==> src/rtl/gpio_pkg.sv <==
// gpio_pkg: shared constants for the GPIO slot of the system I/O block.
//   - Bus widths for the simple register bus (byte address, 32-bit data).
//   - Register byte offsets within the slot (GPIO_DOUT .. GPIO_DBDIV).
//   - lane_mask(): expands the 4 byte-lane selects into a 32-bit bit mask.
package gpio_pkg;

    localparam int GPIO_AW = 8;   // byte address width inside the slot
    localparam int GPIO_DW = 32;  // bus data width

    localparam logic [7:0] GPIO_DOUT  = 8'h00;
    localparam logic [7:0] GPIO_OE    = 8'h04;
    localparam logic [7:0] GPIO_DIN   = 8'h08;
    localparam logic [7:0] GPIO_IE    = 8'h0C;
    localparam logic [7:0] GPIO_IRISE = 8'h10;
    localparam logic [7:0] GPIO_IFALL = 8'h14;
    localparam logic [7:0] GPIO_IP    = 8'h18;
    localparam logic [7:0] GPIO_DTGL  = 8'h1C;
    localparam logic [7:0] GPIO_DBDIV = 8'h20;

    function automatic logic [GPIO_DW-1:0] lane_mask(input logic [3:0] sel);
        lane_mask = {{8{sel[3]}}, {8{sel[2]}}, {8{sel[1]}}, {8{sel[0]}}};
    endfunction

endpackage

==> src/rtl/gpio_in_filter.sv <==
// gpio_in_filter: input conditioning for the GPIO pins.
//   Two-flop synchroniser on every pin, optionally followed by a debouncer.
//   Optional feature macro: GPIO_DEBOUNCE_EN.
//     defined   : a shared prescaler ticks every dbdiv_i+1 cycles; on each tick
//                 the synchronised pins are sampled and s_o[i] follows only when
//                 two consecutive tick samples agree. restart_i zeroes the
//                 prescaler.
//     undefined : s_o is the synchroniser output; no prescaler exists.
// Ports:
//   clk, rst_n        clock, asynchronous active-low reset
//   dbdiv_i[15:0]     prescaler divisor (debounce build only)
//   restart_i         restart prescaler at 0 (debounce build only)
//   gpio_i[GPIO_N]    asynchronous pin inputs
//   s_o[GPIO_N]       filtered input value
module gpio_in_filter #(
    parameter int GPIO_N = 16
) (
    input  logic              clk,
    input  logic              rst_n,
`ifdef GPIO_DEBOUNCE_EN
    input  logic [15:0]       dbdiv_i,
    input  logic              restart_i,
`endif
    input  logic [GPIO_N-1:0] gpio_i,
    output logic [GPIO_N-1:0] s_o
);

    logic [GPIO_N-1:0] sync1_q;
    logic [GPIO_N-1:0] sync2_q;

    always_ff @(posedge clk or negedge rst_n) begin
        if (!rst_n) begin
            sync1_q <= '0;
            sync2_q <= '0;
        end else begin
            sync1_q <= gpio_i;
            sync2_q <= sync1_q;
        end
    end

`ifdef GPIO_DEBOUNCE_EN
    logic [15:0]       cnt_q;
    logic [GPIO_N-1:0] samp_q;
    logic [GPIO_N-1:0] s_q;
    logic [GPIO_N-1:0] agree;
    logic              tick;

    assign tick  = (cnt_q == dbdiv_i);
    // A bit agrees when the current tick sample matches the previous one.
    assign agree = ~(sync2_q ^ samp_q);

    always_ff @(posedge clk or negedge rst_n) begin
        if (!rst_n) begin
            cnt_q  <= '0;
            samp_q <= '0;
            s_q    <= '0;
        end else begin
            if (restart_i || tick) begin
                cnt_q <= '0;
            end else begin
                cnt_q <= cnt_q + 16'd1;
            end
            if (tick) begin
                samp_q <= sync2_q;
                s_q    <= (agree & sync2_q) | (~agree & s_q);
            end
        end
    end

    assign s_o = s_q;
`else
    assign s_o = sync2_q;
`endif

endmodule

==> src/rtl/gpio.sv <==
// gpio: general-purpose I/O peripheral (slot 4 of the system I/O block).
//   Register map (byte offsets): DOUT 0x00, OE 0x04, DIN 0x08 (RO), IE 0x0C,
//   IRISE 0x10, IFALL 0x14, IP 0x18 (W1C), DTGL 0x1C (WO, toggles DOUT),
//   DBDIV 0x20 (debounce build only, otherwise reads 0). Other offsets read 0.
//   Optional feature macro: GPIO_DEBOUNCE_EN (input debouncer + DBDIV register).
// Bus handshake: we_i and rd_i are single-cycle strobes that are always
//   accepted (no ready/stall). Writes apply at the strobe edge under sel_i
//   byte lanes; a read captures the addressed register's pre-write value into
//   data_o at the strobe edge, and data_o holds until the next rd_i.
// Ports:
//   clk, rst_n          clock, asynchronous active-low reset
//   waddr_i, data_i, sel_i, we_i   write address/data/lanes/strobe
//   raddr_i, rd_i       read address/strobe
//   data_o              registered read data
//   gpio_i              asynchronous pin inputs
//   gpio_o, gpio_oe     pin output values / output enables (1 = drive)
//   irq_o               level interrupt, |(IP & IE)
module gpio
    import gpio_pkg::*;
#(
    parameter int GPIO_N = 16
) (
    input  logic               clk,
    input  logic               rst_n,
    input  logic [GPIO_AW-1:0] waddr_i,
    input  logic [GPIO_DW-1:0] data_i,
    input  logic [3:0]         sel_i,
    input  logic               we_i,
    input  logic [GPIO_AW-1:0] raddr_i,
    input  logic               rd_i,
    output logic [GPIO_DW-1:0] data_o,
    input  logic [GPIO_N-1:0]  gpio_i,
    output logic [GPIO_N-1:0]  gpio_o,
    output logic [GPIO_N-1:0]  gpio_oe,
    output logic               irq_o
);

    logic [GPIO_N-1:0]  dout_q, dout_d, oe_q, oe_d, ie_q, ie_d;
    logic [GPIO_N-1:0]  irise_q, irise_d, ifall_q, ifall_d, ip_q, ip_d;
    logic [GPIO_N-1:0]  s, d_q, edge_set, ip_clr, wdata, wmask;
    logic [GPIO_DW-1:0] mask32, data_q, rdata;
    logic [7:0]         waddr_w, raddr_w;
    logic               unused_bits;

    function automatic logic [GPIO_DW-1:0] zext(input logic [GPIO_N-1:0] v);
        zext = '0;
        zext[GPIO_N-1:0] = v;
    endfunction

    assign waddr_w = {waddr_i[7:2], 2'b00};
    assign raddr_w = {raddr_i[7:2], 2'b00};
    assign mask32  = lane_mask(sel_i);
    assign wmask   = mask32[GPIO_N-1:0];
    assign wdata   = data_i[GPIO_N-1:0];
    assign unused_bits = ^{waddr_i[1:0], raddr_i[1:0], data_i, mask32};

`ifdef GPIO_DEBOUNCE_EN
    logic [15:0] dbdiv_q, dbdiv_d;
    logic        dbdiv_wr;

    assign dbdiv_wr = we_i && (waddr_w == GPIO_DBDIV);
    assign dbdiv_d  = (dbdiv_q & ~mask32[15:0]) | (data_i[15:0] & mask32[15:0]);

    always_ff @(posedge clk or negedge rst_n) begin
        if (!rst_n)        dbdiv_q <= '0;
        else if (dbdiv_wr) dbdiv_q <= dbdiv_d;
    end

    gpio_in_filter #(.GPIO_N(GPIO_N)) u_in_filter (
        .clk       (clk),
        .rst_n     (rst_n),
        .dbdiv_i   (dbdiv_q),
        .restart_i (dbdiv_wr),
        .gpio_i    (gpio_i),
        .s_o       (s)
    );
`else
    gpio_in_filter #(.GPIO_N(GPIO_N)) u_in_filter (
        .clk    (clk),
        .rst_n  (rst_n),
        .gpio_i (gpio_i),
        .s_o    (s)
    );
`endif

    // Capture uses the current enables only; IE gates irq_o, never capture.
    assign edge_set = (s & ~d_q & irise_q) | (~s & d_q & ifall_q);

    always_comb begin
        dout_d  = dout_q;
        oe_d    = oe_q;
        ie_d    = ie_q;
        irise_d = irise_q;
        ifall_d = ifall_q;
        ip_clr  = '0;
        if (we_i) begin
            case (waddr_w)
                GPIO_DOUT:  dout_d  = (dout_q  & ~wmask) | (wdata & wmask);
                GPIO_OE:    oe_d    = (oe_q    & ~wmask) | (wdata & wmask);
                GPIO_IE:    ie_d    = (ie_q    & ~wmask) | (wdata & wmask);
                GPIO_IRISE: irise_d = (irise_q & ~wmask) | (wdata & wmask);
                GPIO_IFALL: ifall_d = (ifall_q & ~wmask) | (wdata & wmask);
                GPIO_IP:    ip_clr  = wdata & wmask;
                GPIO_DTGL:  dout_d  = dout_q ^ (wdata & wmask);
                default: ;
            endcase
        end
        // OR-ing the set term last makes a new edge win over a same-cycle clear.
        ip_d = (ip_q & ~ip_clr) | edge_set;
    end

    always_comb begin
        rdata = '0;
        case (raddr_w)
            GPIO_DOUT:  rdata = zext(dout_q);
            GPIO_OE:    rdata = zext(oe_q);
            GPIO_DIN:   rdata = zext(s);
            GPIO_IE:    rdata = zext(ie_q);
            GPIO_IRISE: rdata = zext(irise_q);
            GPIO_IFALL: rdata = zext(ifall_q);
            GPIO_IP:    rdata = zext(ip_q);
`ifdef GPIO_DEBOUNCE_EN
            GPIO_DBDIV: rdata = {16'd0, dbdiv_q};
`endif
            default:    rdata = '0;
        endcase
    end

    always_ff @(posedge clk or negedge rst_n) begin
        if (!rst_n) begin
            dout_q  <= '0;
            oe_q    <= '0;
            ie_q    <= '0;
            irise_q <= '0;
            ifall_q <= '0;
            ip_q    <= '0;
            d_q     <= '0;
            data_q  <= '0;
        end else begin
            dout_q  <= dout_d;
            oe_q    <= oe_d;
            ie_q    <= ie_d;
            irise_q <= irise_d;
            ifall_q <= ifall_d;
            ip_q    <= ip_d;
            d_q     <= s;
            if (rd_i) data_q <= rdata;
        end
    end

    assign data_o  = data_q;
    assign gpio_o  = dout_q;
    assign gpio_oe = oe_q;
    assign irq_o   = |(ip_q & ie_q);

endmodule

==> config.mk <==
export PLATFORM = sky130hd
export DESIGN_NAME = gpio
export DESIGN_NICKNAME = d
export VERILOG_FILES = /design/src/rtl/gpio_pkg.sv /design/src/rtl/gpio_in_filter.sv /design/src/rtl/gpio.sv
export SDC_FILE = /design/constraint.sdc
export NUM_CORES = 1
export LEC_CHECK = 0
export CAP_MARGIN = 10
export CORE_MARGIN = 1
export CORE_UTILIZATION = 52
export DETAILED_ROUTE_END_ITERATION = 10
export PLACE_DENSITY = 0.8
export SYNTH_ARGS = -nofsm -noshare
export SYNTH_HDL_FRONTEND = slang
export SYNTH_SLANG_ARGS = --single-unit
==> constraint.sdc <==
create_clock -name clk -period 1.7 [get_ports clk]
set_input_delay 0.34 -clock clk [delete_from_list [all_inputs] [get_ports clk]]
set_output_delay 0.34 -clock clk [all_outputs]
set_load 0.02 [all_outputs]
==> summary.txt, run 1 <==
Placement
  – # port buffers: 98
  – Detailed placement HPWL: 12940 µm
  – DP Worst Slack: -0.5921 ns
  – GP Congestion: 0.9139
  – Cell Area, Placed: 0.008871 mm²

CTS
  – CTS buffer count: 17
  – CTS tree: yes
  – Root buffer cell: clkbuf_16
  – H-tree depth: 4
  – Clk_lat worst skew: 0.44 ns
  – Clock Sinks: 160
  – Clock Pin Slew Worst Setup and Hold Paths: 0.06 ns
  – Clk buf depth: 2

Outcome
  – Status: finished with violations
  – Failing checks: setup timing

Worst setup path
  – WP data required: 1.36 ns
  – CP cell instances: a22o_1, a221oi_2, nand4_1, buf_6
  – Critical path data arrival time: 1.68 ns
  – CP peak stage delay: 0.42 ns
  – Reg2Reg Setup Slack: 0.21 ns
  – Critical path class: reg -> out
  – Worst path buffer plus inverter count: 1
  – Max FO, Critical Path: 2
  – CP startpoint kind: flip-flop
  – CP Capture Type: output pin
  – R2R depth: 5
  – Largest delay share family, worst path: compound AO/OA/AOI/OAI gates
  – R2R Path End: data_o[12]
  – Slowest CP cell: dfrtp_1

Yosys
  – Top FF cell, synth: dfrtp_1
  – Area leader, netlist: dfrtp_1
  – Mapped Area: 0.007044 mm²
  – Cell count after synthesis: 564
  – FF+latch count, synth: 160
  – Netlist cell types: 45
  – Largest cells by area after synthesis: dfrtp_1 (57%), mux2_2 (13%), nand2_1 (4.0%)
  – Post-synth ARST share: 100.0%
  – Number of flops mapped to enable cells by yosys: 0
  – Register area share after synthesis: 56.84%
  – Post-synth top area share: 56.84%
  – Syn_area_per_cell: 12.49 µm²
  – Synthesis Warnings: 0

GRT
  – First-pass GRT wire length: 30840 µm
  – Vias in the first global route: 5687
  – Largest net degree at the start of global routing: 46
  – Initial antenna violation count: 0
  – GRT overflow: 0
  – GRT Total Usage: 29.37%

Floorplan
  – Die Span Y: 118.4 µm
  – Die width: 118.4 µm
  – Core ar.: 0.01324 mm²
  – Boundary pin count: 137
  – Die area: 0.01402 mm²
  – Row cnt: 42
  – Initial core utilization: 53.19%

Power
  – Power per cell area: 1071 mW/mm²
  – LEAKAGE: 4.431 nW
  – Max VDD drop: 851.8 µV

Route
  – DR vias: 5413
  – Drc violations: 0
  – WL/cell: 20.53 µm
  – TritonRoute pass-1 iters: 5
  – Antenna Nets Post-Route: 0
  – WL final: 19230 µm
  – Vias per cell: 5.777
  – 1st-iter DRT viols: 395

STA
  – Final-report max-slew violation count: 0
  – Final Hold Viols: 0
  – Min cycle time layout: 2.020 ns
  – Final Cycle Share: 118.8%
  – RSZ-0062 raised after global routing: yes
  – Final setup fails: 1
  – Fmax: 495.2 MHz
  – Final WS setup: -0.3195 ns
  – Clock Skew: 0.01087 ns
  – Setup TNS: -0.3195 ns

Cells and area
  – Most common cell after layout, fill and taps aside: dfrtp_1
  – Finished Core Util: 72.18%
  – Commonest cells after routing, fill and taps aside: dfrtp_1 (160), mux2_2 (80), nand2_1 (75)
  – Syn-to-layout area delta: 35.68%
  – Design Area, Final: 0.009558 mm²
  – Share of cells above drive strength 1: 30.75%
  – Final Net Count: 820
  – Diode count: 0

Min path
  – Hold_sp: gpio_i[7]
  – Hold endpoint: u_in_filter.sync1_q[7]
  – Hold Path Stages: 1
  – HP Class: in -> reg

Job
  – Number of max-cap violations: 0
## layout make-up
| cell class | instances | area (µm²) |
|---|---|---|
| multi-input cells | 381 | 2979 |
| clock buffers | 27 | 513.0 |
| well taps | 176 | 220.2 |
| flip-flops and latches | 160 | 4004 |
| inverters | 1 | 3.754 |
| clock inverters | 5 | 75.07 |
| repair buffers | 187 | 1763 |
| fillers | 899 | 3685 |
## per-layer routing
layer / vias up / wire length (µm) / global-route usage, %
li1: 2384 / - / -
met1: 2789 / 7949 / 35.93
met2: 202 / 9919 / 50.18
met3: 38 / 916 / 5.888
met4: 0 / 447 / 13.05
met5: - / 0 / 1.838
## worst max-delay path by stage
stage,slack (ns),endpoint,from,cells after the start
2_1_floorplan,-0.02,data_o[11],raddr_i[5],6
5_1_grt,-0.35,irq_o,ip_q[10],4
3_3_place_gp,-0.54,data_o[0],raddr_i[5],7
4_1_cts,-0.28,irq_o,flip-flop,4
3_5_place_dp,-0.59,data_o[0],raddr_i[5],7
6_report,-0.32,irq_o,ip_q[10],4
## stage by stage
stage | hold slack [ns] | total power [W] | std cells
after floorplan | 0.04441 | 0.005405 | 579
after global placement | 0.2965 | 0.006385 | 899
after detailed placement | 0.3034 | 0.006463 | 899
after CTS | 0.3358 | 0.01023 | 936
after global routing | 0.3398 | 0.01063 | 937
final | 0.3411 | 0.01024 | 937
## cells by family after synthesis
group / count (synthesis) / synth area share (%)
buffers and inverters: 38 / 3.144
muxes: 106 / 16.48
DFF: 160 / 56.84
other: 1 / 0.05323
xor gates and xnor gates: 16 / 1.989
AOI/OAI and AO/OA: 98 / 10.76
and+or+nand+nor: 145 / 10.73
## cells in the mapped netlist (2+ instances only)
master    count
a21o_1       16
a21oi_1       3
a221oi_1      4
a22o_1        4
a22oi_1      12
a41oi_1       5
a41oi_2       4
and3_1        2
buf_1         3
buf_2         6
buf_4        17
clkbuf_1     10
dfrtp_1     160
mux2_2       80
mux2i_1      26
nand2_1      75
nand3_1      19
nand3b_1     16
nor2_1        6
nor2_2        7
nor2b_1       4
nor3_1        3
o21ai_0      26
o221a_2       6
o221ai_1      6
o22a_1        9
or3_1         2
xor2_1       16
## power by group
group	switching, W	internal [W]	total [W]
Clock	0.00144	0.00235	0.00379
Combinational	0.000867	0.000962	0.00183
Sequential	0.000379	0.00424	0.00462
## repair_timing
action	in CTS	in global routing
endpoints found under the hold margin	41	0
setup buffers	3	1
resized for setup	83	4
hold buffers	1	0
endpoints found under the setup margin	126	6
gates cloned	1	0
pin swaps	10	2
No activity file was read; power rests on OpenSTA's default activity.
==> run 2, diff against run 1 <==
--- a/config.mk
+++ b/config.mk
@@ -8,6 +8,7 @@
 export CAP_MARGIN = 10
 export CORE_MARGIN = 1
 export CORE_UTILIZATION = 52
+export CTS_CLUSTER_DIAMETER = 50
 export DETAILED_ROUTE_END_ITERATION = 10
 export PLACE_DENSITY = 0.8
 export SYNTH_ARGS = -nofsm -noshare
==> results of run 2 <==
No change in the layout: final DEF, timing and power equal those of run 1.
==> RTL change 1 (flow settings as in run 1) <==
`dout_q` no longer has a reset.
--- a/src/rtl/gpio.sv
+++ b/src/rtl/gpio.sv
@@ -128,7 +128,6 @@
 
     always_ff @(posedge clk or negedge rst_n) begin
         if (!rst_n) begin
-            dout_q  <= '0;
             oe_q    <= '0;
             ie_q    <= '0;
             irise_q <= '0;
@@ -137,7 +136,6 @@
             d_q     <= '0;
             data_q  <= '0;
         end else begin
-            dout_q  <= dout_d;
             oe_q    <= oe_d;
             ie_q    <= ie_d;
             irise_q <= irise_d;
@@ -148,6 +146,10 @@
         end
     end
 
+    always_ff @(posedge clk) begin
+        dout_q <= dout_d;
+    end
+
     assign data_o  = data_q;
     assign gpio_o  = dout_q;
     assign gpio_oe = oe_q;
Function: changed (Yosys sat finds a counterexample within 4 cycles, from zero or initial values and one cycle with rst_n low).
==> RTL change 1 against run 1 <==
  * The run still ends with negative setup slack left
  * Worst setup slack lost 69 ps
  * Count of clock-buffer cells in the layout fell by 8
  * Design area is 2.0% lower
  * Highest routed layer unchanged
  * Sequential power fell by 7.1%
  * Sequential cell count did not move
  * Largest power group unchanged
  * Total power down 10%
  * Die area fell by 1.3%
  * Area after synthesis decreased by 1.3%
  * Wire length shrank 2.5%
==> RTL change 1: results (changes against run 1) <==
status finished with violations; failing checks negative setup slack; initial antenna violation count 0 (unchanged); Crit Path Max Fanout 3 (+1); final weighted congestion in routability-driven placement 0.904 (-1.0%); Fin Setup TNS -389 ps (-69.0 ps); Lkg Pwr 0.00416 uW (-6.1%); Layout Skew 7.52 ps (-3.34 ps); cell count after placement 877 (-2.4%); CP arrival 1750 ps (+70 ps); vias in the first global route 5809 (+2.1%); hpwl dp 13100 um (+1.6%); gr usage total 0.294 (+0.000419); largest net degree at the start of global routing 47 (+2.2%); Flop pwr share 0.467 (+0.016); # hold bufs at CTS 1 (unchanged); largest cells by area after synthesis dfrtp_1 52%, mux2_2 9.2%, edfxtp_1 6.9%; Inserted Diodes 0 (unchanged); nets 798 (-2.7%); worst-skew pair later-pin latency around 430 ps; Fillers 852 (-5.2%); cell count after synthesis 545 (-3.4%); DP Worst Slack -547 ps (+45.5 ps); clock power share 0.408 (+0.038); Crit path max-delay family compound AO/OA/AOI/OAI gates; clock root cell clkbuf_16; YS warnings 0 (unchanged); PwrDens 981 mW/mm2 (-8.4%); first-pass GRT wire length 30700 um (-0.36%); Setup-failing EPs final 1 (unchanged); register area share after synthesis 0.587 (+0.0189); 1st-iter DRT viols 510 (+29%); CTS Buf Count 17 (unchanged); minimum hold slack 344 ps (+3.21 ps); drt first pass iters 5 (unchanged); final worst slack -389 ps (-69.0 ps); Sw Ratio 0.252 (-0.0105); Port Buffers 98 (unchanged); Max VDD drop 0.767 mV (-10%); Critical Path Max Stage Delay 400 ps (-20 ps); vias per cell 5.89 (+1.9%); EDFF count, synth 16 (+16); Post-CTS Setup Bufs 1 (-2); Startpoint Class flip-flop; Placed Area 0.00878 mm2 (-1.1%); R2R Path End data_o[13]$_DFFE_PN0P_; reg2reg setup slack 120 ps (-90 ps); synth unique cells 41 (-8.9%); R2R cell count 4 (-1); PostCTS Resize Cnt 60 (-28%); Synth top cells by count 144 x dfrtp_1, 73 x nand2_1, 57 x mux2_2, 35 x o21ai_0, 22 x buf_4; Synth async-reset ratio 0.900 (-0.100); Non-Filler Instances 911 (-2.8%); Wirelength per Cell 20.6 um (+0.31%); HP Start gpio_i[1]; share of cells above drive strength 1 0.283 (-0.0247)
RTL change 1: changes by cell type after synthesis, sizes merged, moves of 7 or more:
| cell | run 1 | this run |
|---|---|---|
| a21o | 16 | 0 |
| a31oi | 0 | 14 |
| a41oi | 9 | 0 |
| dfrtp | 160 | 144 |
| edfxtp | 0 | 16 |
| inv | 1 | 17 |
| mux2 | 80 | 57 |
| mux2i | 26 | 2 |
| mux4 | 0 | 16 |
| nand3 | 19 | 12 |
| o211ai | 1 | 16 |
| o21ai | 26 | 35 |
| o22a | 9 | 0 |
RTL change 1: how the worst min path moves through the flow:
stage               cells after the start                           endpoint
detailed placement                      1  u_in_filter.sync1_q[13]$_DFF_PN0_
finish                                  1   u_in_filter.sync1_q[1]$_DFF_PN0_
CTS                                     1   u_in_filter.sync1_q[2]$_DFF_PN0_
global placement                        1  u_in_filter.sync1_q[13]$_DFF_PN0_
floorplan                               0         asynchronous set/reset pin
global route                            1   u_in_filter.sync1_q[0]$_DFF_PN0_
RTL change 1: layer usage:
layer / global-route usage / vias to the layer above / wire [um]
li1: - / 2315 / -
met1: 0.371 / 2700 / 7300
met2: 0.472 / 294 / 9330
met3: 0.0703 / 54 / 1460
met4: 0.154 / 0 / 657
met5: 0 / - / 0
RTL change 1: final cells by class:
cell class              count  area, um2  share of cell area
multi-input cells         348       2690               0.287
inverters                  17       63.8             0.00681
clock inverters            13        136              0.0146
flip-flops and latches    160       4080               0.436
clock buffers              19        443              0.0473
well taps                 172        215              0.0230
repair buffers            182       1740               0.186
RTL change 1: kinds of logic after synthesis:
family | after synthesis | synth area share
AOI/OAI and AO/OA | 94 | 0.0883
and+or+nand+nor | 147 | 0.116
other | 1 | 0.000539
DFF | 160 | 0.587
buffers and inverters | 52 | 0.0407
xor gates and xnor gates | 16 | 0.0202
muxes | 75 | 0.147
==> RTL change 2 (config.mk and constraints of run 1) <==
Made on the original files. The option `GPIO_DEBOUNCE_EN` is turned on by a define.
--- a/src/rtl/gpio_in_filter.sv
+++ b/src/rtl/gpio_in_filter.sv
@@ -12,6 +12,8 @@
 //   restart_i         restart prescaler at 0 (debounce build only)
 //   gpio_i[GPIO_N]    asynchronous pin inputs
 //   s_o[GPIO_N]       filtered input value
+`define GPIO_DEBOUNCE_EN
+
 module gpio_in_filter #(
     parameter int GPIO_N = 16
 ) (
Behaviour: not the same (Yosys sat finds a counterexample within 4 cycles, from zero or initial values and one cycle with rst_n low).
==> RTL change 2 against run 1 <==
  * The run still ends with negative setup slack left
  * Critical path depth unchanged
  * Area after synthesis up 39%
  * Sequential cell count up 64
  * Wire length up 53%
  * Worst setup slack worse by 98 ps
  * Sequential power up 43%
  * Design area up 41%
  * Total power up 47%
  * Critical path type unchanged
  * Largest cell class unchanged
  * Largest power group unchanged
==> RTL change 2: results (changes against run 1) <==
largest net degree at the start of global routing 48 (+4.3%); R2R cell count 8 (+3); worst-skew pair later-pin latency 520 ps (+80 ps); cell count after placement 1241 (+38%); post-synthesis mux area share 0.139 (-0.0260); hpwl dp 18400 um (+42%); final weighted congestion in routability-driven placement 0.926 (+1.3%); share of cells above drive strength 1 0.321 (+0.0137); Critical Path Max Stage Delay 400 ps (-20 ps); Layout Skew 11.9 ps (+1.04 ps); Post-Synth Adder-Cell Area 0.00128 (+0.00128); failing checks negative setup slack; vias in the first global route 8091 (+42%); Max VDD drop 0.807 mV (-5.3%); CTS Buf Count 24 (+7); register area share after synthesis 0.572 (+0.00341); minimum hold slack 258 ps (-83.2 ps); crit path launch ip_q[11]$_DFF_PN0_; first-pass GRT wire length 44500 um (+44%); CP arrival 1780 ps (+100 ps); 1st-iter DRT viols 713 (+81%); Fillers 1123 (+25%); Synth top cells by count 224 x dfrtp_1, 98 x nand2_1, 80 x mux2_2, 51 x inv_1, 46 x mux2i_1; drt first pass iters 5 (unchanged); Post-Synth XOR/XNOR Area 0.0411 (+0.0212); Hold Path Cell Cnt 1 (unchanged); htree depth 1 (-3); nets 1131 (+38%); Lkg Pwr 0.00648 uW (+46%); Post-CTS Setup Bufs 10 (+7); Wirelength per Cell 22.6 um (+10%); Placed Area 0.0119 mm2 (+34%); reg2reg setup slack -240 ps (-450 ps); largest cells by area after synthesis dfrtp_1 57%, mux2_2 9.2%, mux2i_1 4.7%; DRT met1 WL 11700 um (+48%); Hold Path End u_in_filter.sync1_q[14]$_DFF_PN0_; CTS max path bufs 3 (+1); Setup-failing EPs final 49 (+48); Avg Cell Area, Syn 11.7 um2 (-6.7%); Vias 7820 (+44%); fraction of the mapped netlist area in compound gates 0.106 (-0.00158); final worst slack -418 ps (-98.4 ps); met2 WL 14200 um (+44%); HP Start gpio_i[14]; met3 routed WL 2180 um (+140%); vias per cell 6.00 (+3.9%); status finished with violations; gr usage total 0.300 (+0.00609); clock root cell clkbuf_16
## RTL change 2: metrics by stage
| stage | worst slack (ps) | power (uW) | TNS (ps) |
|---|---|---|---|
| 5_1_grt | -462 | 15600 | -13040 |
| 3_5_place_dp | -573 | 9160 | -54850 |
| 6_report | -418 | 15100 | -10070 |
| 4_1_cts | -438 | 14700 | -6910 |
| 3_3_place_gp | -515 | 9050 | -54860 |
| 2_1_floorplan | -150 | 7820 | -1720 |
## RTL change 2: how the worst max path moves through the flow
stage	slack (ps)	cells past startpoint	to
3_5_place_dp	-570	9	data_o[3]$_DFFE_PN0P_
2_1_floorplan	-150	8	data_o[14]$_DFFE_PN0P_
4_1_cts	-440	4	irq_o
3_3_place_gp	-520	7	data_o[0]$_DFFE_PN0P_
6_report	-420	4	irq_o
5_1_grt	-460	4	irq_o
## RTL change 2: per-layer routing
metal  up-vias  global-route usage
met5         -                   0
met4         0               0.141
met3        87              0.0396
met2       386               0.487
met1      3957               0.401
li1       3390                   -
## RTL change 2: report_power, final
| part | total, uW | switching, uW | internal (uW) |
|---|---|---|---|
| clock network | 5090 | 2070 | 3020 |
| registers | 6620 | 606 | 6010 |
| logic | 3350 | 1640 | 1710 |
| total | 15100 | 4320 | 10700 |
## RTL change 2: cell type report
cell class / count / area, um2 / area share
inverter: 52 / 195 / 0.0145
timing repair buffer: 221 / 2190 / 0.163
sequential: 224 / 5610 / 0.416
multi-input combinational: 535 / 4410 / 0.327
clock inverter: 6 / 72.6 / 0.00539
tap: 229 / 287 / 0.0213
clock buffer: 36 / 706 / 0.0524
## RTL change 2: logic make-up after synthesis
kind of cell               after synthesis
buffers and inverters                   97
xor gates and xnor gates                46
muxes                                  126
adders and majority gates                1
AOI/OAI and AO/OA                      145
other                                    1
and+or+nand+nor                        201
DFF                                    224
